[src/rtl/add_tree_acc.sv]
// Pipelined N-operand adder tree with a grouped accumulator on its output.
// Each beat carries its own signed/unsigned mode; a group latches its mode on the first beat.
module add_tree_acc #(
   parameter int unsigned WIDTH = 12,
   parameter int unsigned N     = 8,
   parameter int unsigned ACCW  = 24
) (
   input  logic                          clk,
   input  logic                          rst,
   input  logic                          in_valid,
   input  logic [N*WIDTH-1:0]            in_data,
   input  logic                          sus,
   input  logic                          in_first,
   input  logic                          in_last,
   output logic                          tree_valid,
   output logic [WIDTH+$clog2(N)-1:0]    tree_sum,
   output logic                          acc_valid,
   output logic [ACCW-1:0]               acc_sum,
   output logic                          acc_ovf
);

   localparam int unsigned LOG2N = $clog2(N);
   localparam int unsigned TW    = WIDTH + LOG2N;

   if ((N < 2) || ((1 << LOG2N) != N) || (WIDTH < 2) || (ACCW < TW)) begin : g_param_err
      $error("add_tree_acc: illegal WIDTH/N/ACCW combination");
   end

   // Sideband registers sit alongside each tree stage register.
   logic [LOG2N-1:0] vld_q, sus_q, fst_q, lst_q;

   always_ff @(posedge clk or posedge rst) begin
      if (rst) begin
         vld_q <= '0;
         sus_q <= '0;
         fst_q <= '0;
         lst_q <= '0;
      end else begin
         vld_q[0] <= in_valid;
         sus_q[0] <= sus;
         fst_q[0] <= in_first;
         lst_q[0] <= in_last;
         for (int k = 1; k < LOG2N; k++) begin
            vld_q[k] <= vld_q[k-1];
            sus_q[k] <= sus_q[k-1];
            fst_q[k] <= fst_q[k-1];
            lst_q[k] <= lst_q[k-1];
         end
      end
   end

   for (genvar k = 0; k < LOG2N; k++) begin : g_stage
      localparam int unsigned IW = WIDTH + k;
      localparam int unsigned OW = IW + 1;
      localparam int unsigned NO = N >> (k + 1);

      logic [2*NO*IW-1:0] src;
      logic               src_vld;
      logic               src_sus;
      logic [NO*OW-1:0]   sum_d;
      logic [NO*OW-1:0]   sum_q;

      if (k == 0) begin : g_in
         assign src     = in_data;
         assign src_vld = in_valid;
         assign src_sus = sus;
      end else begin : g_mid
         assign src     = g_stage[k-1].sum_q;
         assign src_vld = vld_q[k-1];
         assign src_sus = sus_q[k-1];
      end

      // One extra bit per stage keeps every add exact.
      always_comb begin
         sum_d = '0;
         for (int i = 0; i < NO; i++) begin
            sum_d[i*OW +: OW] = {src_sus & src[(2*i+1)*IW-1], src[2*i*IW +: IW]}
                              + {src_sus & src[(2*i+2)*IW-1], src[(2*i+1)*IW +: IW]};
         end
      end

      always_ff @(posedge clk or posedge rst) begin
         if (rst) begin
            sum_q <= '0;
         end else if (src_vld) begin
            sum_q <= sum_d;
         end
      end
   end

   assign tree_valid = vld_q[LOG2N-1];
   assign tree_sum   = g_stage[LOG2N-1].sum_q;

   logic            beat_first, beat_last, beat_sus;
   logic [ACCW-1:0] acc_q, acc_d, ext;
   logic [ACCW:0]   add;
   logic            mode_q, mode_d, ovf_q, ovf_d, accv_q;

   assign beat_first = fst_q[LOG2N-1];
   assign beat_last  = lst_q[LOG2N-1];
   assign beat_sus   = sus_q[LOG2N-1];

   always_comb begin
      mode_d = mode_q;
      acc_d  = acc_q;
      ovf_d  = ovf_q;
      if (tree_valid && beat_first) begin
         mode_d = beat_sus;
      end
      ext = mode_d ? ACCW'($signed(tree_sum)) : ACCW'(tree_sum);
      add = {1'b0, acc_q} + {1'b0, ext};
      if (tree_valid) begin
         if (beat_first) begin
            acc_d = ext;
            ovf_d = 1'b0;
         end else begin
            acc_d = add[ACCW-1:0];
            if (mode_q) begin
               ovf_d = ovf_q | ((acc_q[ACCW-1] == ext[ACCW-1]) && (add[ACCW-1] != acc_q[ACCW-1]));
            end else begin
               ovf_d = ovf_q | add[ACCW];
            end
         end
      end
   end

   always_ff @(posedge clk or posedge rst) begin
      if (rst) begin
         acc_q  <= '0;
         mode_q <= 1'b0;
         ovf_q  <= 1'b0;
         accv_q <= 1'b0;
      end else begin
         acc_q  <= acc_d;
         mode_q <= mode_d;
         ovf_q  <= ovf_d;
         accv_q <= tree_valid & beat_last;
      end
   end

   assign acc_valid = accv_q;
   assign acc_sum   = acc_q;
   assign acc_ovf   = ovf_q;

endmodule
[config.mk]
export PLATFORM = sky130hd
export DESIGN_NAME = add_tree_acc
export DESIGN_NICKNAME = d
export VERILOG_FILES = /design/src/rtl/add_tree_acc.sv
export SDC_FILE = /design/constraint.sdc
export NUM_CORES = 1
export LEC_CHECK = 0
export CAP_MARGIN = 20
export CORE_MARGIN = 4
export CORE_UTILIZATION = 30
export DETAILED_ROUTE_END_ITERATION = 6
export DONT_BUFFER_PORTS = 1
export SLEW_MARGIN = 30
export SYNTH_ARGS = -nofsm -noshare
export SYNTH_HDL_FRONTEND = slang
export SYNTH_SLANG_ARGS = --single-unit
export TNS_END_PERCENT = 1
[constraint.sdc]
create_clock -name clk -period 6.4 [get_ports clk]
set_clock_uncertainty 0.15 [all_clocks]
set_input_delay 1.28 -clock clk [delete_from_list [all_inputs] [get_ports clk]]
set_output_delay 1.28 -clock clk [all_outputs]
set_load 0.03 [all_outputs]
==> results of run 1 <==
[area by class of cell]
class / instances / area (µm²) / area share [%]
clock buffer: 18 / 439.2 / 4.039
clock inverter: 14 / 133.9 / 1.231
inverter: 62 / 240.2 / 2.209
multi-input combinational: 790 / 6132 / 56.39
sequential: 134 / 3354 / 30.85
tap: 435 / 544.3 / 5.005
timing repair buffer: 4 / 30.03 / 0.2761
[power by group through the flow]
stage / Sequential (W) / Combinational, W / Clock [W]
6_report: 0.00171 / 0.00275 / 0.000953
5_1_grt: 0.00177 / 0.00313 / 0.00102
4_1_cts: 0.00173 / 0.00276 / 0.000981
3_5_place_dp: 0.00175 / 0.00273 / 0
3_3_place_gp: 0.00174 / 0.00270 / 0
2_1_floorplan: 0.00159 / 0.00231 / 0
[cell families (layout without fill, tap and decap cells)]
family,Yosys count,after routing,share of synthesized area (%)
DFF,134,134,34.18
AOI/OAI and AO/OA,244,244,16.45
buffers and inverters,86,98,3.304
and+or+nand+nor,239,239,11.33
xor gates and xnor gates,95,95,8.482
muxes,92,92,10.33
adders and majority gates,120,120,15.92
[flip-flops by register name, indices dropped and copies added (netlist names)]
signal         count
sus_q              3
lst_q              3
fst_q              3
mode_q             1
g_stage.sum_q     80
vld_q              3
tree_sum          15
acc_ovf            1
acc_sum           24
acc_valid          1
[Yosys cell counts (10+ instances only)]
library cell,number
o21a_1,12
o211ai_1,11
xnor2_1,64
mux2i_1,18
ha_1,112
or3_1,16
inv_1,62
nand2b_1,13
nand3_1,23
o21ai_0,33
nor2_1,54
a31oi_1,10
nor2b_1,12
mux2_2,74
clkbuf_1,16
xor2_1,31
a21o_1,36
dfrtp_1,134
nand2_1,75
nor3_1,29
a21oi_1,84
[placed cells by master, fill, tap and decap left out, types with 6 or more instances in the layout]
cell,count
a31oi_1,10
mux2_2,74
clkbuf_16,17
a211oi_1,6
nor2b_1,12
o21a_1,12
inv_6,7
o211ai_1,11
inv_1,61
o21bai_1,6
mux2i_1,18
xor2_1,31
dfrtp_1,133
and3_1,6
xnor2_1,64
or3_1,16
nor2_1,54
ha_1,112
nand2b_1,13
o21ai_0,33
a31o_2,7
nand3_1,23
fa_1,8
nor3_1,29
a21o_1,36
a21oi_1,84
nand2_1,75
[routing by layer]
| metal | track usage [%] | vias to the layer above |
|---|---|---|
| li1 | - | 3629 |
| met1 | 17.12 | 3373 |
| met2 | 19.49 | 143 |
| met3 | 3.149 | 9 |
| met4 | 2.775 | 0 |
| met5 | 0 | - |
[final timing paths]
kind	to	slack, ns	start
min in group asynchronous	lst_q[0]	0.60	rst
max in group asynchronous	g_stage[1].sum_q[12]	4.43	rst
worst max-delay path	acc_ovf	2.37	vld_q[2]
worst min register to register	fst_q[2]	0.20	fst_q[1]
worst max register to register	acc_ovf	2.37	vld_q[2]
worst min-delay path	fst_q[2]	0.20	fst_q[1]
[per-stage QoR]
| stage | hold WS, ns | setup WS [ns] | instance area [µm²] |
|---|---|---|---|
| 6_report | 0.1966 | 2.369 | 10870 |
| 5_1_grt | 0.2058 | 2.069 | 10870 |
| 4_1_cts | 0.2002 | 2.386 | 10870 |
| 3_5_place_dp | 0.1858 | 2.398 | 10300 |
| 3_3_place_gp | 0.1877 | 2.544 | 10300 |
| 2_1_floorplan | 0.1812 | 1.387 | 9809 |
==> reports/qor.txt, run 1 <==
outcome: completed
GPL Wtd Cong: 0.7974
DIE WIDTH: 188.8 µm
DRC violations left: 0
top_reg_cell synth: dfrtp_1
CP max FO: 46
critical path depth in cells: 11
crit path launch type: flip-flop
Gate power share: 50.8%
Clock Root Buffer: clkbuf_16
Syn Inst Count: 1010
# resized after CTS: 0
number of buffers created by CTS: 17
count of standard-cell rows: 65
Clk Latency, worst-skew pair: 0.43 ns
PwrDens: 497.2 nW/µm²
met2 routed WL: 9740 µm
1st-iter DRT viols: 284
initial antenna violation count: 0
dpl hpwl: 16880 µm
Yosys cell types: 50
WP buf/inv: 1
Async SR Flop Fraction: 100.0%
All-Layer GR Usage: 12.35%
Mapped Avg Cell Area: 9.712 µm²
worst endpoint data arrival time: 4.21 ns
Slew @ Worst Pin: 0.7571 ns
Yosys top cell area share: 34.18%
IO buf count: 0
wire per inst: 14.77 µm
DR top layer: met4
final-stage net count: 1231
initial core utilization: 30.77%
Routed met1 length: 10550 µm
total wire length: 21520 µm
Max clock buf depth: 2
switching pwr: 0.002392 W
Max Freq: 248.1 MHz
wire length of the first global-routing pass: 36130 µm
antenna-violating nets left: 0
Slew Limit Fails: 0
hold_buf cts: 0
critical path class: flip-flop to flip-flop
ANT cells: 0
clock transition time at the flip-flop clock pins of the worst setup and hold paths: 0.06 ns
vias per cell: 4.910
vias in the first global route: 7099
H-tree depth: 4
largest delay contributor family on the critical path: compound AO/OA/AOI/OAI gates
core box area: 31880 µm²
area growth from synthesis to layout: 10.85%
CTS tree: yes
RSZ-0062 raised after global routing: false
main area contributors after synthesis: dfrtp_1 (34%), ha_1 (14%), mux2_2 (8.5%)
Fin. Hold Viols: 0
clock power share: 17.6%
Design Power: 0.005407 W
worst endpoint required time: 6.58 ns
met3 wire len: 1075 µm
final setup vio count: 0
total grt overflow: 0
Final Cycle Share: 62.98%
Worst R2R Path Depth: 11
die outline area: 35650 µm²
# IOs: 144
number of flops mapped to enable cells by yosys: 0
max_slew headroom: 49.52%
die height: 188.8 µm
largest net degree at the start of global routing: 96
CP max stage delay: 0.56 ns
Mapped Area: 9809 µm²
clk sinks: 134
largest area contributor in the netlist: dfrtp_1
# placed instances: 1425
Int Power: 0.003016 W
fill count: 3285
sw frac: 44.23%
CP Capture Type: flip-flop
Hold WC Path Type: flip-flop to flip-flop
Yosys warnings: 0
VDD IR max: 0.2260 mV
Max Cap Viol: 0
syn nets: 1232
Post-CTS Setup Inserts: 0
Critical Path, Cell by Cell: buf_4 > nand2_1 > mux2_2 > and2_1 > ha_1 > a21oi_1 > o21ai_0 > a211oi_1 > and3_1 > o41a_1 > o31ai_1
Yosys reg bits: 134
final cell count without fillers: 1457
fraction of layout cells with a size suffix above 1: 12.04%
Tmin final: 4.031 ns
hold depth: 0
Pre-antenna DRT Iters: 4
sequential power share: 31.6%
DR vias: 7154
final setup TNS: 0 ns
Leak: 4.908 nW
Final Util: 34.11%
slowest stage cell, crit path: o21ai_0
Seq/Total Area, Yosys: 34.18%
No activity file was read; power rests on OpenSTA's default activity.
==> run 2, diff against run 1 <==
clock period = 3.3 ns   (was 6.4 ns; I/O delays follow)
==> run 2 against run 1 <==
  * Combinational power is 120% higher
  * Register-to-register slack worse by 2.1 ns
  * Cell count is 1.6% higher
  * Utilization is 0.71 points higher
  * Largest cell class unchanged
  * Largest power group unchanged
  * Clock-buffer cell count is 1 lower
  * Die area stayed put
  * Via count is 1.7% higher
  * Sequential power is 74% higher
  * Critical path depth is 1 lower
  * Global-route usage is 0.28 points higher
  * Highest routed layer unchanged
==> reports/qor.txt, run 2 (synthesized netlist as in run 1, its figures left out) <==
All-Layer GR Usage: 12.63%
Max clock buf depth: 2
Int Power: 0.006161 W
vias per cell: 4.917
H-tree depth: 4
Slew Limit Fails: 0
vias in the first global route: 7362
Tmin final: 3.079 ns
wire length of the first global-routing pass: 36970 µm
DIE WIDTH: 188.8 µm
outcome: completed
Clock Root Buffer: clkbuf_16
Leak: 5.025 nW
met2 Track Usage GR: 20.39%
Pre-antenna DRT Iters: 4
VDD IR max: 0.4187 mV
Design Power: 0.01097 W
CP Capture Type: flip-flop
FF/Latch Area: 3354 µm²
Fin. Hold Viols: 0
initial core utilization: 30.77%
ANT cells: 0
PwrDens: 988.8 nW/µm²
wire per inst: 14.98 µm
clk sinks: 134
grt met1 use: 16.99%
fill count: 3279
GRT Max-Usage Layer: met2
CTS tree: yes
core box area: 31880 µm²
commonest non-fill, non-tap cells in the layout: dfrtp_1 (133), ha_1 (111), a21oi_1 (84)
critical path class: flip-flop to flip-flop
die outline area: 35650 µm²
total grt overflow: 0
Slew @ Worst Pin: 0.7884 ns
initial antenna violation count: 0
die height: 188.8 µm
dpl hpwl: 17540 µm
# IOs: 144
DRC violations left: 0
GPL Wtd Cong: 0.8084
max FFs per register: 80
1st-iter DRT viols: 277
largest net degree at the start of global routing: 76
total wire length: 22170 µm
worst endpoint required time: 3.47 ns
antenna-violating nets left: 0
clock transition time at the flip-flop clock pins of the worst setup and hold paths: 0.06 ns
CP max FO: 11
area occupied by multi-input gates: 6148 µm²
number of buffers created by CTS: 17
count of standard-cell rows: 65
sw frac: 43.86%
Final Cycle Share: 93.30%
clock power share: 17.6%
commonest non-fill, non-tap cell in the layout: dfrtp_1
pre-CTS WS: 0.1051 ns
GRT met3 Usage: 3.223%
RSZ-0062 raised after global routing: false
worst endpoint data arrival time: 3.25 ns
most flop-heavy register: g_stage.sum_q
final setup vio count: 0
area growth from synthesis to layout: 13.15%
Max Freq: 324.8 MHz
Worst Setup Slack, final: 0.2211 ns
IO buf count: 0
max_slew headroom: 47.44%
Max Cap Viol: 0
switching pwr: 0.004814 W
fraction of layout cells with a size suffix above 1: 14.16%
final-stage net count: 1255
sequential power share: 27.0%
Clk Latency, worst-skew pair: 0.43 ns
crit path launch type: flip-flop
Gate power share: 55.4%
Hold WC Path Type: input pin to flip-flop
DR vias: 7277
run 2: cell types whose count changed in the layout (fill, tap and decap cells not counted), sizes merged:
cell,change
buf,+23
inv,-3
bufinv,+2
clkinvlp,+2
clkbuf,-1
clkinv,-1
dlygate4sd3,+1
run 2: routing by layer:
| layer | up-vias | routed length, µm |
|---|---|---|
| met5 | - | 0 |
| met4 | 0 | 279 |
| met3 | 19 | 1043 |
| met2 | 149 | 9951 |
| met1 | 3418 | 10890 |
| li1 | 3691 | - |
run 2: cell type report:
type | count | area share, %
Tap cell | 435 | 4.904
Multi-Input combinational cell | 790 | 55.39
Sequential cell | 134 | 30.22
Clock buffer | 17 | 3.833
Timing Repair Buffer | 28 | 2.029
Inverter | 62 | 2.131
Clock inverter | 14 | 1.488
run 2: what timing repair did:
| action | 4_1_cts | 5_1_grt |
|---|---|---|
| resized for setup | 0 | 3 |
| hold buffers | 1 | 0 |
| setup buffers | 0 | 0 |
| endpoints found under the hold margin | 10 | 0 |
| endpoints found under the setup margin | 0 | 4 |
run 2: power groups by stage:
stage	clock [W]	combinational [W]	sequential, W
5_1_grt	0.00206	0.00684	0.00306
3_5_place_dp	0	0.00606	0.00301
3_3_place_gp	0	0.00597	0.00299
4_1_cts	0.00199	0.00611	0.00298
2_1_floorplan	0	0.00449	0.00308
6_report	0.00193	0.00608	0.00297
run 2: critical path: stages, from the launching register on:
cell and delay, ns:
dfrtp_2 0.40, nand2_1 0.11, mux2_2 0.35, and2_2 0.30, ha_1 0.40, nand2_1 0.09
nor2_2 0.25, a211oi_1 0.15, and3_1 0.18, o41a_1 0.41, o31ai_1 0.20
run 2: per-stage QoR:
stage               instances  hold WS [ns]  TNS, ns  utilization, %  cell area (µm²)
floorplan                1010        0.1812  -0.4602               -             9813
global placement         1448        0.1844        0           32.88            10480
detailed placement       1448        0.1847        0           32.88            10480
CTS                      1480       0.09303        0           34.76            11080
global route             1480       0.09383        0           34.82            11100
finish                   1480        0.1193        0           34.82            11100
run 2: path summary, 6_finish.rpt:
kind                            startpoint          to  slack (ns)  depth (start not counted)
worst max-delay path              vld_q[2]     acc_ovf        0.22                         10
worst min-delay path              in_first    fst_q[0]        0.12                          0
worst max register to register    vld_q[2]     acc_ovf        0.22                         10
worst min register to register    lst_q[1]    lst_q[2]        0.20                          0
max in group asynchronous              rst    vld_q[2]        1.75                          3
min in group asynchronous              rst  acc_sum[5]        0.54                          2
==> run 3, diff against run 2 <==
HOLD_SLACK_MARGIN = 0.02   (was default)
==> results of run 3 <==
Same layout as run 2: the final DEF is identical, and so are final timing and power.
